## src/rtl/fetch_stage.sv

```systemverilog
// Instruction-fetch front end: owns the fetch PC, drives the Icache request and
// buffers hit instructions in a small circular FIFO toward decode.
module fetch_stage #(
    parameter int                    ADDR_WIDTH     = 64,
    parameter int                    INST_WIDTH     = 32,
    parameter int                    FIFO_DEPTH     = 2,
    parameter int                    LOG_FIFO_DEPTH = 1,
    parameter logic [ADDR_WIDTH-1:0] RESET_PC       = '0
) (
    input  logic                  clk,
    input  logic                  reset,
    input  logic                  redirect_valid,
    input  logic [ADDR_WIDTH-1:0] redirect_pc,
    output logic [ADDR_WIDTH-1:0] fetch_addr,
    output logic                  icache_enable,
    input  logic [INST_WIDTH-1:0] icache_inst,
    input  logic                  icache_valid,
    output logic                  dec_valid,
    input  logic                  dec_ready,
    output logic [INST_WIDTH-1:0] dec_inst,
    output logic [ADDR_WIDTH-1:0] dec_pc,
    output logic                  dec_fault
);

    typedef enum logic [1:0] {S_RUN, S_FAULT, S_HALT} state_t;

    localparam logic [LOG_FIFO_DEPTH:0]   DEPTH_C = (LOG_FIFO_DEPTH+1)'(FIFO_DEPTH);
    localparam logic [LOG_FIFO_DEPTH:0]   CNT_ONE = (LOG_FIFO_DEPTH+1)'(1);
    localparam logic [LOG_FIFO_DEPTH-1:0] PTR_ONE = LOG_FIFO_DEPTH'(1);
    localparam logic [ADDR_WIDTH-1:0]     PC_STEP = ADDR_WIDTH'(4);

    state_t                    state_q, state_d;
    logic [ADDR_WIDTH-1:0]     pc_q, pc_d;
    logic [LOG_FIFO_DEPTH:0]   count_q, count_d;
    logic [LOG_FIFO_DEPTH-1:0] head_q, head_d;
    logic [LOG_FIFO_DEPTH-1:0] tail_q, tail_d;

    logic [INST_WIDTH-1:0] inst_q  [FIFO_DEPTH];
    logic [ADDR_WIDTH-1:0] epc_q   [FIFO_DEPTH];
    logic                  fault_q [FIFO_DEPTH];

    logic not_full;
    logic push_hit;
    logic push_fault;
    logic push;
    logic pop;

    // The reset gate keeps the Icache request low for the whole reset window.
    assign not_full      = (count_q < DEPTH_C);
    assign icache_enable = reset && (state_q == S_RUN) && not_full && !redirect_valid;
    assign fetch_addr    = pc_q;
    assign push_hit      = icache_enable && icache_valid;
    assign push_fault    = (state_q == S_FAULT) && not_full && !redirect_valid;
    assign push          = push_hit || push_fault;

    assign dec_valid = (count_q != '0);
    assign pop       = dec_valid && dec_ready && !redirect_valid;
    assign dec_inst  = inst_q[head_q];
    assign dec_pc    = epc_q[head_q];
    assign dec_fault = fault_q[head_q];

    always_comb begin
        state_d = state_q;
        pc_d    = pc_q;
        count_d = count_q;
        head_d  = head_q;
        tail_d  = tail_q;
        if (redirect_valid) begin
            // Flush wins over any same-cycle push or pop.
            count_d = '0;
            head_d  = '0;
            tail_d  = '0;
            pc_d    = redirect_pc;
            state_d = (redirect_pc[1:0] == 2'b00) ? S_RUN : S_FAULT;
        end else begin
            if (push) tail_d = tail_q + PTR_ONE;
            if (pop)  head_d = head_q + PTR_ONE;
            if (push && !pop)      count_d = count_q + CNT_ONE;
            else if (pop && !push) count_d = count_q - CNT_ONE;
            if (push_hit)   pc_d    = pc_q + PC_STEP;
            if (push_fault) state_d = S_HALT;
        end
    end

    always_ff @(posedge clk or negedge reset) begin
        if (!reset) begin
            state_q <= S_RUN;
            pc_q    <= RESET_PC;
            count_q <= '0;
            head_q  <= '0;
            tail_q  <= '0;
        end else begin
            state_q <= state_d;
            pc_q    <= pc_d;
            count_q <= count_d;
            head_q  <= head_d;
            tail_q  <= tail_d;
        end
    end

    // Entry storage is cleared on reset so the decode outputs read zero.
    always_ff @(posedge clk or negedge reset) begin
        if (!reset) begin
            for (int i = 0; i < FIFO_DEPTH; i++) begin
                inst_q[i]  <= '0;
                epc_q[i]   <= '0;
                fault_q[i] <= 1'b0;
            end
        end else if (push) begin
            inst_q[tail_q]  <= push_fault ? '0 : icache_inst;
            epc_q[tail_q]   <= pc_q;
            fault_q[tail_q] <= push_fault;
        end
    end

endmodule

```

## config.mk

```make
export PLATFORM = sky130hd
export DESIGN_NAME = fetch_stage
export DESIGN_NICKNAME = d
export VERILOG_FILES = /design/src/rtl/fetch_stage.sv
export SDC_FILE = /design/constraint.sdc
export NUM_CORES = 1
export LEC_CHECK = 0
export CORE_ASPECT_RATIO = 1.5
export CORE_MARGIN = 1
export CORE_UTILIZATION = 53
export CTS_BUF_LIST = sky130_fd_sc_hd__clkbuf_8
export CTS_CLUSTER_DIAMETER = 100
export DETAILED_ROUTE_END_ITERATION = 10
export PLACE_DENSITY = 0.82
export REMOVE_ABC_BUFFERS = 1
export SLEW_MARGIN = 30
export SYNTH_ARGS = -nofsm -noshare
export SYNTH_HDL_FRONTEND = slang
export SYNTH_SLANG_ARGS = --single-unit
```

## constraint.sdc

```tcl
create_clock -name clk -period 2.38 [get_ports clk]
set_clock_uncertainty 0.15 [all_clocks]
set_input_delay 0.357 -clock clk [delete_from_list [all_inputs] [get_ports clk]]
set_output_delay 0.357 -clock clk [all_outputs]
set_load 0.01 [all_outputs]
```

==> qor.yml, run 1 <==
cts-buffers-inserted: 42
max_freq_mhz: 409.8
synthDominantCellAreaShare_pct: 51.70
initial_utilization_pct: 54.02
clk_pin_slew_ns: 0.07
critical_path_required_ns: 1.87
postRouteWirelength_mm: 39.98
power_switching_share_pct: 31.47
die-width_um: 128.8
die_h_um: 192.2
fin_max_slew_vios: 0
setup_violations: 48
power.internal_mw: 11.25
buffers_added_on_ports: 263
grt_first_pass_wirelength_mm: 62.27
ctsHtreeMaxLevel: 2
cp-endpoint: "dec_inst[14]"
mappedNetlistArea_um2: 12780
remaining_antenna_violation_count: 0
met3_usage_pct: 7.047
seq_power_share_pct: 41.3
run_status: "finished, violations left"
num_vias: 11654
critPathSlowestCell: "sky130_fd_sc_hd__dfrtp_4"
violated_checks: "negative setup slack"
placedCellCount: 1900
nets: 1749
timing.final.crit_share_pct: 102.5
period_needed_ns: 2.440
detailedPlacementHpwl_mm: 26.17
grt.met1_usage_pct: 35.16
design_area_um2: 17610
cts_tree: "done"
drcViolationCount: 0
power.clock.fraction_pct: 24.0
power.ir.vdd_worst_v: 0.0005993
grt_start_max_net_pins: 110
clk_root_buffer_cell: "sky130_fd_sc_hd__clkbuf_8"
post_drt_wl_per_cell_um: 20.06
synth.top_cells.by_area: "sky130_fd_sc_hd__dfrtp_1 52%, sky130_fd_sc_hd__mux2_2 13%, sky130_fd_sc_hd__nand2_1 11%"
drt_first_iter_violations: 766
power.leakage_nw: 8.090
clock_sinks: 264
postPlaceCellArea_um2: 16380
met2_usage_pct: 57.11
yosys_warnings: 0
io_pins: 264
synthToLayoutAreaGrowth_pct: 37.78
most_frequent_cell_on_the_critical_path: "sky130_fd_sc_hd__buf_12"
reg2reg_setup_slack_ns: 0.06
maximum_fanout_along_the_worst_path: 7
yosys-top-cells-count: "364 x sky130_fd_sc_hd__nand2_1, 264 x sky130_fd_sc_hd__dfrtp_1, 150 x sky130_fd_sc_hd__mux2_2"
ys_types: 55
synthArstFlopShare_pct: 100.0
r2r_start: "count_q[1]$_DFFE_PN0P_"
postSynth.topFlopCell: "sky130_fd_sc_hd__dfrtp_1"
number_of_antenna_violations_at_the_first_check_in_global_routing: 2
crit-reg2reg-capture: "fetch_addr[17]$_DFFE_PN0P_"
clock_insertion_delay_worst_skew_ns: 0.55
share_of_total_power_in_combinational_logic_pct: 34.7
timing.critical_path.from: "head_q$_DFFE_PN0P_"
post_synth_inst_count: 1313
synth_top_area_cell: "sky130_fd_sc_hd__dfrtp_1"
synth_seq_cells: 264
worstMarginPinSlew_ns: 0.7194
netSwitchingPower_mw: 5.165
grt_overflow_total: 0
gp_congestion: 0.8912
critical_path_arrival_ns: 1.93
vias_per_cell: 5.847
timing.setup.critical_path_class: "reg2out"
crit_chain: "buf_12, buf_12, buf_16, mux2_4, buf_6"
first_global_vias: 12206
floorplan.die_area_um2: 24750
worst_hold_path_type: "in2async"
final_hold_viol_count: 0
worst_setup_start_kind: "register"
layout-drive-gt1-share_pct: 27.20
cp-end-kind: "primary output"
cap_viol_max_count: 0
post-layout-total-power_mw: 16.41
fin_worst_hold_slack_ns: 0.1174
max_slew_margin_pct: 52.04
seq_area_frac_synth_pct: 51.70
avgSynthCellArea_um2: 9.732
drt_pass1_iterations: 5
core_area_um2: 23660
timing.critical_path.slowest_cell_delay_ns: 0.49
grt_most_used_layer: "met2"
count_of_flip_flops_with_a_built_in_enable_after_synthesis: 0
grt_use_total_pct: 32.51
rsz_0062_raised_after_global_routing: "true"
finish.utilization_pct: 74.43
max-clock-path-buffers: 3
synthMostInstantiatedCell: "sky130_fd_sc_hd__nand2_1"
fill_cells: 1677
setup_ws_ns: -0.06023
cellPowerDensity_nw_per_um2: 932.1
final_cells: 1993
placementRows: 69
timing.reg2reg.worst_path_depth: 8
routing by layer:
| layer | part of all wire [%] | routed length (um) |
|---|---|---|
| met5 | 0 | 0 |
| met4 | 5.8 | 2302 |
| met2 | 52 | 20800 |
| met1 | 35 | 13950 |
| met3 | 7.3 | 2929 |
cell usage in the layout (no fill, tap or decap), drive strengths merged, types with 2 or more instances in the layout:
master and count:
nand3 60, mux2i 4, clkdlybuf4s50 162, nor3 10, clkbuf 50, a22oi 5, a21oi 16, inv 26
nor2 23, and3 10, dfrtp 264, buf 217, or4 19, and2 3, dlygate4sd2 3, a32oi 2
and4 2, a41oi 2, nand4 29, a221o 2, o31a 5, or3 11, nand3b 4, nor4 15
o31ai 4, o211ai 36, clkdlybuf4s15 2, a31oi 5, clkinv 7, a21o 5, o311ai 17, xnor2 4
or2 4, o21ai 114, nor2b 5, mux2 150, bufinv 3, nand2 364
final cells by class:
class	instances	area [um2]	area share, %
Sequential cell	264	6610	37.55
Antenna cell	1	2.502	0.01421
Multi-Input combinational cell	938	5799	32.94
Tap cell	319	399.1	2.267
Inverter	15	56.30	0.3198
Clock buffer	49	674.4	3.831
Clock inverter	21	165.2	0.9381
Timing Repair Buffer	386	3899	22.14
cells by family (layout without fill, tap and decap cells):
| logic type | count (synthesis) | count (layout) | synth area share, % |
|---|---|---|---|
| flops | 264 | 264 | 51.70 |
| compound gates | 216 | 216 | 10.43 |
| simple gates | 562 | 562 | 20.12 |
| xor+xnor | 5 | 5 | 0.3427 |
| other cells | 0 | 1 | 0 |
| mux | 154 | 154 | 13.53 |
| fa+ha+maj | 1 | 1 | 0.09790 |
| buf+inv | 111 | 471 | 3.779 |
state kept, by name, summed over array words and instances (netlist names):
register	cells
epc_q	128
tail_q	1
head_q	1
state_q	2
inst_q	64
fault_q	2
fetch_addr	64
count_q	2
metrics by stage:
| stage | setup WS, ns | TNS (ns) |
|---|---|---|
| 6_report | -0.06023 | -1.522 |
| 5_1_grt | -0.08878 | -3.363 |
| 4_1_cts | -0.08009 | -3.780 |
| 3_5_place_dp | -0.09676 | -3.275 |
| 3_3_place_gp | -0.1534 | -3.587 |
| 2_1_floorplan | -4.464 | -715.90 |
power groups by stage:
| stage | clock [mW] | sequential, mW | combinational [mW] |
|---|---|---|---|
| 4_1_cts | 3.99 | 6.76 | 5.64 |
| 3_5_place_dp | 0 | 6.82 | 5.31 |
| 2_1_floorplan | 0 | 6.74 | 2.59 |
| 5_1_grt | 4.19 | 6.94 | 6.14 |
| 6_report | 3.94 | 6.78 | 5.69 |
| 3_3_place_gp | 0 | 6.69 | 5.13 |
critical path, delay by kind of cell (launching register included):
family	cells	cell delay [ns]
flops	1	0.49
buf+inv	4	0.56
mux	1	0.31
repair_timing:
| action | 4_1_cts | 5_1_grt |
|---|---|---|
| endpoints found under the setup margin | 105 | 139 |
| pin swaps | 3 | 2 |
| buffers inserted | 13 | 4 |
| hold buffers | 1 | 0 |
| endpoints found under the hold margin | 168 | 0 |
| resized for setup | 476 | 25 |
| cloned | 5 | 1 |
worst min path at each step:
stage / start / endpoint / slack, ns / cells past startpoint
after floorplan: reset / count_q[0]$_DFFE_PN0P_ / -0.09 / 0
after global placement: reset / count_q[1]$_DFFE_PN0P_ / -0.005 / 1
after detailed placement: reset / count_q[1]$_DFFE_PN0P_ / -0.003 / 1
after CTS: reset / count_q[1]$_DFFE_PN0P_ / 0.07 / 2
after global routing: reset / count_q[1]$_DFFE_PN0P_ / 0.08 / 2
final: reset / count_q[1]$_DFFE_PN0P_ / 0.12 / 2
(Power assumes the default switching activity.)
==> inputs of run 2 (changes only) <==
--- a/config.mk
+++ b/config.mk
@@ -13,6 +13,7 @@
 export DETAILED_ROUTE_END_ITERATION = 10
 export PLACE_DENSITY = 0.82
 export REMOVE_ABC_BUFFERS = 1
+export SETUP_SLACK_MARGIN = 0.02
 export SLEW_MARGIN = 30
 export SYNTH_ARGS = -nofsm -noshare
 export SYNTH_HDL_FRONTEND = slang
==> run 2 against run 1 <==
Maximum frequency up 0.18%; flip-flop and latch count unchanged; sequential power about the same; clock-buffer cell count unchanged; the flow still finishes with violations (negative setup slack); via count up 0.57%.
==> qor.yml, run 2 (synthesis gave the netlist of run 1 again) <==
run_status: "finished, violations left"
violated_checks: "negative setup slack"
max_slew_margin_pct: 52.26  # +0.21 points
crit-reg2reg-capture: "fetch_addr[55]$_DFFE_PN0P_"
ctsHtreeMaxLevel: 2  # unchanged
drcViolationCount: 0  # unchanged
cp-end-kind: "primary output"
vias_per_cell: 5.872  # +0.42%
max-clock-path-buffers: 3  # unchanged
maximum_fanout_along_the_worst_path: 7  # unchanged
timing.reg2reg.worst_path_depth: 5  # -3
first_global_vias: 12178  # -0.23%
post_drt_wl_per_cell_um: 20.10  # +0.20%
period_needed_ns: 2.436  # -0.004275 ns
number_of_antenna_violations_at_the_first_check_in_global_routing: 2  # unchanged
timing.setup.critical_path_class: "reg2out"
worstMarginPinSlew_ns: 0.7162  # -0.003214 ns
post-layout-total-power_mw: 16.53  # +0.71%
grt_overflow_total: 0  # unchanged
core_area_um2: 23660  # unchanged
grt_most_used_layer: "met2"
reg2reg_setup_slack_ns: 0.09  # +0.03 ns
drt_pass1_iterations: 5  # unchanged
postRouteWirelength_mm: 40.12  # +0.35%
grt_start_max_net_pins: 110  # unchanged
io_pins: 264  # unchanged
num_vias: 11720  # +0.57%
setup_violations: 61  # +27%
initial_utilization_pct: 54.02  # unchanged
remaining_antenna_violation_count: 0  # unchanged
grt.met1_usage_pct: 35.41  # +0.25 points
clk_root_buffer_cell: "sky130_fd_sc_hd__clkbuf_8"
timing.final.crit_share_pct: 102.4  # -0.18 points
placementRows: 69  # unchanged
gp_congestion: 0.8912  # unchanged
worst_hold_path_type: "in2async"
die-width_um: 128.8  # unchanged
largest_register_ff_count: 128  # unchanged
clk_pin_slew_ns: 0.06  # about the same
grt_use_total_pct: 32.50  # about the same
critical_path_required_ns: 1.87  # about the same
power.ir.vdd_worst_v: 0.0006017  # +0.41%
final_hold_viol_count: 0  # unchanged
clock_sinks: 264  # unchanged
power.leakage_nw: 8.121  # +0.39%
clock_insertion_delay_worst_skew_ns: 0.55  # about the same
worst_setup_start_kind: "register"
drt_first_iter_violations: 824  # +7.6%
critical_path_arrival_ns: 1.93  # about the same
layout-drive-gt1-share_pct: 27.51  # +0.31 points
detailedPlace.worstSlack_ns: -0.09676  # unchanged
mostFrequentLayoutCells: "364 x sky130_fd_sc_hd__nand2_1, 262 x sky130_fd_sc_hd__dfrtp_1, 162 x sky130_fd_sc_hd__clkdlybuf4s50_1"
cellPowerDensity_nw_per_um2: 932.7  # about the same
nets: 1752  # +0.17%
fin_max_slew_vios: 0  # unchanged
grt_first_pass_wirelength_mm: 62.27  # unchanged
cts-buffers-inserted: 42  # unchanged
synthToLayoutAreaGrowth_pct: 38.66
fin_worst_hold_slack_ns: 0.09912  # -0.01827 ns
r2r_start: "fetch_addr[4]$_DFFE_PN0P_"
floorplan.die_area_um2: 24750  # unchanged
buffers_added_on_ports: 263  # unchanged
max_freq_mhz: 410.5  # +0.18%
met3_usage_pct: 6.741  # -0.31 points
detailedPlacementHpwl_mm: 26.17  # unchanged
cap_viol_max_count: 0  # unchanged
rsz_0062_raised_after_global_routing: "true"
die_h_um: 192.2  # unchanged
top_register_by_number_of_flip_flops: "epc_q"
final_common_cell: "sky130_fd_sc_hd__nand2_1"
setup_ws_ns: -0.05596  # +0.004275 ns
fill_cells: 1639  # -2.3%
met2_usage_pct: 56.96  # -0.15 points
cts_tree: "done"
-- run 2: cell count changes in the layout (fill, tap and decap cells not counted), sizes merged --
cell           change
buf                +3
clkdlybuf4s15      -1
clkbuf             +1
-- run 2: timing repair --
item | 4_1_cts | 5_1_grt
pin swaps | 3 | 3
endpoints found under the setup margin | 110 | 105
hold buffers | 1 | 0
buffers inserted | 13 | 7
endpoints found under the hold margin | 168 | 0
gates resized for setup | 482 | 36
gates cloned | 5 | 1
-- run 2: worst max path at each step --
stage	from	to
3_5_place_dp	icache_valid	fetch_addr[13]$_DFFE_PN0P_
3_3_place_gp	icache_valid	fetch_addr[23]$_DFFE_PN0P_
5_1_grt	head_q$_DFFE_PN0P_	dec_inst[11]
4_1_cts	head_q$_DFFE_PN0P_	dec_inst[14]
6_report	head_q$_DFFE_PN0P_	dec_inst[14]
2_1_floorplan	count_q[1]$_DFFE_PN0P_	epc_q[0]$_DFFE_PN0P_
-- run 2: final cells by class --
| class | count | area (um2) | area share, % |
|---|---|---|---|
| inverter | 15 | 56.30 | 0.3178 |
| clock inverter | 21 | 165.2 | 0.9321 |
| antenna | 1 | 2.502 | 0.01412 |
| timing repair buffer | 389 | 3995 | 22.55 |
| clock buffer | 49 | 674.4 | 3.806 |
| tap | 319 | 399.1 | 2.253 |
| multi-input combinational | 938 | 5814 | 32.82 |
| sequential | 264 | 6611 | 37.31 |
-- run 2: report_power, final --
| part | total, mW | leakage, nW | internal (mW) | switching [mW] |
|---|---|---|---|---|
| logic | 5.80 | 4.32 | 3.22 | 2.59 |
| registers | 6.79 | 3.32 | 5.94 | 0.849 |
| clock network | 3.94 | 0.482 | 2.19 | 1.75 |
| total | 16.5 | 8.12 | 11.3 | 5.19 |
-- run 2: critical path, stage by stage, from the launching register on --
cell and delay [ns]:
sky130_fd_sc_hd__dfrtp_4 0.49, sky130_fd_sc_hd__buf_12 0.16, sky130_fd_sc_hd__buf_12 0.14, sky130_fd_sc_hd__buf_16 0.14, sky130_fd_sc_hd__mux2_4 0.31, sky130_fd_sc_hd__buf_6 0.12
-- run 2: per-layer routing --
layer | share of wire [%] | vias up
met5 | 0 | -
met4 | 5.9 | 0
met3 | 6.5 | 178
met2 | 52 | 479
met1 | 36 | 5769
li1 | - | 5294
-- run 2: stage by stage --
step / instance area (um2) / util [%] / cells / TNS (ns)
finish: 17720 / 74.90 / 1996 / -1.644
CTS: 17530 / 74.11 / 1989 / -3.780
global placement: 16340 / 69.09 / 1899 / -3.587
detailed placement: 16380 / 69.23 / 1900 / -3.275
floorplan: 12350 / - / 1217 / -715.90
global route: 17720 / 74.90 / 1996 / -3.619
==> inputs of run 3 (changes only) <==
--- a/config.mk
+++ b/config.mk
@@ -11,9 +11,9 @@
 export CTS_BUF_LIST = sky130_fd_sc_hd__clkbuf_8
 export CTS_CLUSTER_DIAMETER = 100
 export DETAILED_ROUTE_END_ITERATION = 10
+export MAX_ROUTING_LAYER = met4
 export PLACE_DENSITY = 0.82
 export REMOVE_ABC_BUFFERS = 1
-export SETUP_SLACK_MARGIN = 0.02
 export SLEW_MARGIN = 30
 export SYNTH_ARGS = -nofsm -noshare
 export SYNTH_HDL_FRONTEND = slang
==> run 3 against run 2 <==
Combinational power shrank 2%; sequential share of layout area up 0.23 points; sequential power is essentially flat; the flow still finishes with violations (negative setup slack); clock power about the same; largest cell class unchanged; die area is the same; critical path type unchanged.
==> qor.yml, run 3 (synthesis gave the netlist of run 1 again) <==
run_status: "finished, violations left"
violated_checks: "negative setup slack"
cap_viol_max_count: 0  # unchanged
post_drt_wl_per_cell_um: 20.06  # -0.19%
postPlaceCellArea_um2: 16380  # unchanged
clock_insertion_delay_worst_skew_ns: 0.55  # about the same
netSwitchingPower_mw: 5.164  # -0.43%
cts-buffers-inserted: 42  # unchanged
grt_overflow_total: 0  # unchanged
cellPowerDensity_nw_per_um2: 931.9  # about the same
nets: 1749  # -0.17%
max_slew_margin_pct: 52.00  # -0.25 points
power.internal_mw: 11.25  # -0.83%
drt_pass1_iterations: 6  # +1
layout-drive-gt1-share_pct: 27.26  # -0.25 points
share_of_total_power_in_combinational_logic_pct: 34.7  # -0.4 points
die-width_um: 128.8  # unchanged
wl_met2_mm: 20.75  # -0.39%
setup_violations: 48  # -21%
cts_tree: "done"
clk_pin_slew_ns: 0.06  # about the same
critPathSlowestCell: "sky130_fd_sc_hd__dfrtp_4"
timing.final.crit_share_pct: 102.6  # +0.21 points
power.leakage_nw: 8.089  # -0.40%
fin_max_slew_vios: 0  # unchanged
drt_first_iter_violations: 801  # -2.8%
detailedPlacementHpwl_mm: 26.17  # unchanged
worst_setup_start_kind: "register"
top_register_by_number_of_flip_flops: "epc_q"
most_frequent_cell_on_the_critical_path: "sky130_fd_sc_hd__buf_12"
placementRows: 69  # unchanged
grt_first_pass_wirelength_mm: 62.18  # -0.14%
worst_hold_path_type: "in2async"
clk_root_buffer_cell: "sky130_fd_sc_hd__clkbuf_8"
max_freq_mhz: 409.7  # -0.20%
maximum_fanout_along_the_worst_path: 7  # unchanged
vias_per_cell: 5.878  # +0.10%
crit_chain: "buf_12, buf_12, buf_16, mux2_4, buf_6"
critical_path_arrival_ns: 1.93  # about the same
remaining_antenna_violation_count: 0  # unchanged
fin_worst_hold_slack_ns: 0.1089  # +0.009795 ns
worstMarginPinSlew_ns: 0.7200  # +0.003819 ns
cp-end-kind: "primary output"
clock_sinks: 264  # unchanged
buffers_added_on_ports: 263  # unchanged
design_area_um2: 17610  # -0.61%
power_switching_share_pct: 31.47  # +0.086 points
setup_ws_ns: -0.06095  # -0.004995 ns
postRouteWirelength_mm: 40.00  # -0.29%
timing.setup.critical_path_class: "reg2out"
core_area_um2: 23660  # unchanged
timing.critical_path.slowest_cell_delay_ns: 0.49  # about the same
rsz_0062_raised_after_global_routing: "true"
routed_met1_length_mm: 14.25  # -0.66%
num_vias: 11720  # unchanged
grt_use_total_pct: 33.43  # +0.92 points
seq_power_share_pct: 41.3  # +0.2 points
final_hold_viol_count: 0  # unchanged
critical_path_required_ns: 1.87  # about the same
max-clock-path-buffers: 3  # unchanged
power.ir.vdd_worst_v: 0.0005993  # -0.40%
die_h_um: 192.2  # unchanged
largest_register_ff_count: 128  # unchanged
period_needed_ns: 2.441  # +0.004995 ns
synthToLayoutAreaGrowth_pct: 37.80
wl_met3_mm: 2.713  # +4.6%
final_common_cell: "sky130_fd_sc_hd__nand2_1"
top_signal_layer_used: "met4"
floorplan.die_area_um2: 24750  # unchanged
grt_start_max_net_pins: 110  # unchanged
gp_congestion: 0.9062  # +1.7%
number_of_antenna_violations_at_the_first_check_in_global_routing: 2  # unchanged
io_pins: 264  # unchanged
mostFrequentLayoutCells: "364 x sky130_fd_sc_hd__nand2_1, 262 x sky130_fd_sc_hd__dfrtp_1, 162 x sky130_fd_sc_hd__clkdlybuf4s50_1"
ctsHtreeMaxLevel: 2  # unchanged
power.clock.fraction_pct: 24.0  # +0.2 points
drcViolationCount: 0  # unchanged
initial_utilization_pct: 54.02  # unchanged
first_global_vias: 12229  # +0.42%
## run 3: final cells by class
| type | instances | area (um2) |
|---|---|---|
| Sequential cell | 264 | 6611 |
| Fill cell | 1675 | 6046 |
| Multi-Input combinational cell | 938 | 5799 |
| Timing Repair Buffer | 386 | 3899 |
| Clock buffer | 49 | 674.4 |
| Tap cell | 319 | 399.1 |
| Clock inverter | 21 | 165.2 |
| Inverter | 15 | 56.30 |
| Antenna cell | 2 | 5.005 |
## run 3: worst max-delay path, delay by kind of cell (launching register included)
family / cells / cell delay [ns]
buf+inv: 4 / 0.56
flops: 1 / 0.49
mux: 1 / 0.31
## run 3: path summary, 6_finish.rpt
| kind | slack, ns | end | start | cells after the start |
|---|---|---|---|---|
| worst min register to register | 0.32 | epc_q[69]$_DFFE_PN0P_ | epc_q[69]$_DFFE_PN0P_ | 2 |
| min in group clk | 0.20 | count_q[0]$_DFFE_PN0P_ | redirect_valid | 3 |
| worst max register to register | 0.06 | fetch_addr[17]$_DFFE_PN0P_ | count_q[1]$_DFFE_PN0P_ | 8 |
| worst max-delay path | -0.06 | dec_inst[14] | head_q$_DFFE_PN0P_ | 5 |
| max in group asynchronous | 0.76 | inst_q[26]$_DFFE_PN0P_ | reset | 4 |
| worst min-delay path | 0.11 | count_q[1]$_DFFE_PN0P_ | reset | 2 |
## run 3: repair_timing
item	CTS	global route
buffers inserted	13	4
cloned	5	1
pin swaps	3	2
endpoints found under the hold margin	168	0
hold buffers	1	0
endpoints found under the setup margin	105	136
gates resized for setup	476	26
## run 3: through the flow
step / power, mW / util, % / setup slack, ns / setup TNS, ns / cells
global placement: 11.82 / 69.09 / -0.1534 / -3.587 / 1899
CTS: 16.40 / 74.14 / -0.08009 / -3.780 / 1989
floorplan: 9.327 / - / -4.464 / -715.90 / 1217
global route: 17.27 / 74.44 / -0.08875 / -3.363 / 1994
finish: 16.41 / 74.44 / -0.06095 / -1.621 / 1994
detailed placement: 12.13 / 69.23 / -0.09676 / -3.275 / 1900
## run 3: metal layers
layer	track usage (%)	up-vias
li1	-	5290
met1	35.23	5744
met2	57.42	510
met3	6.462	176
met4	20.59	0
met5	-	-
## run 3: power by group through the flow
| stage | Clock [mW] | Sequential, mW | Combinational (mW) |
|---|---|---|---|
| after floorplan | 0 | 6.74 | 2.59 |
| final | 3.94 | 6.78 | 5.69 |
| after global routing | 4.19 | 6.94 | 6.14 |
| after CTS | 3.99 | 6.76 | 5.64 |
| after detailed placement | 0 | 6.82 | 5.31 |
| after global placement | 0 | 6.69 | 5.13 |
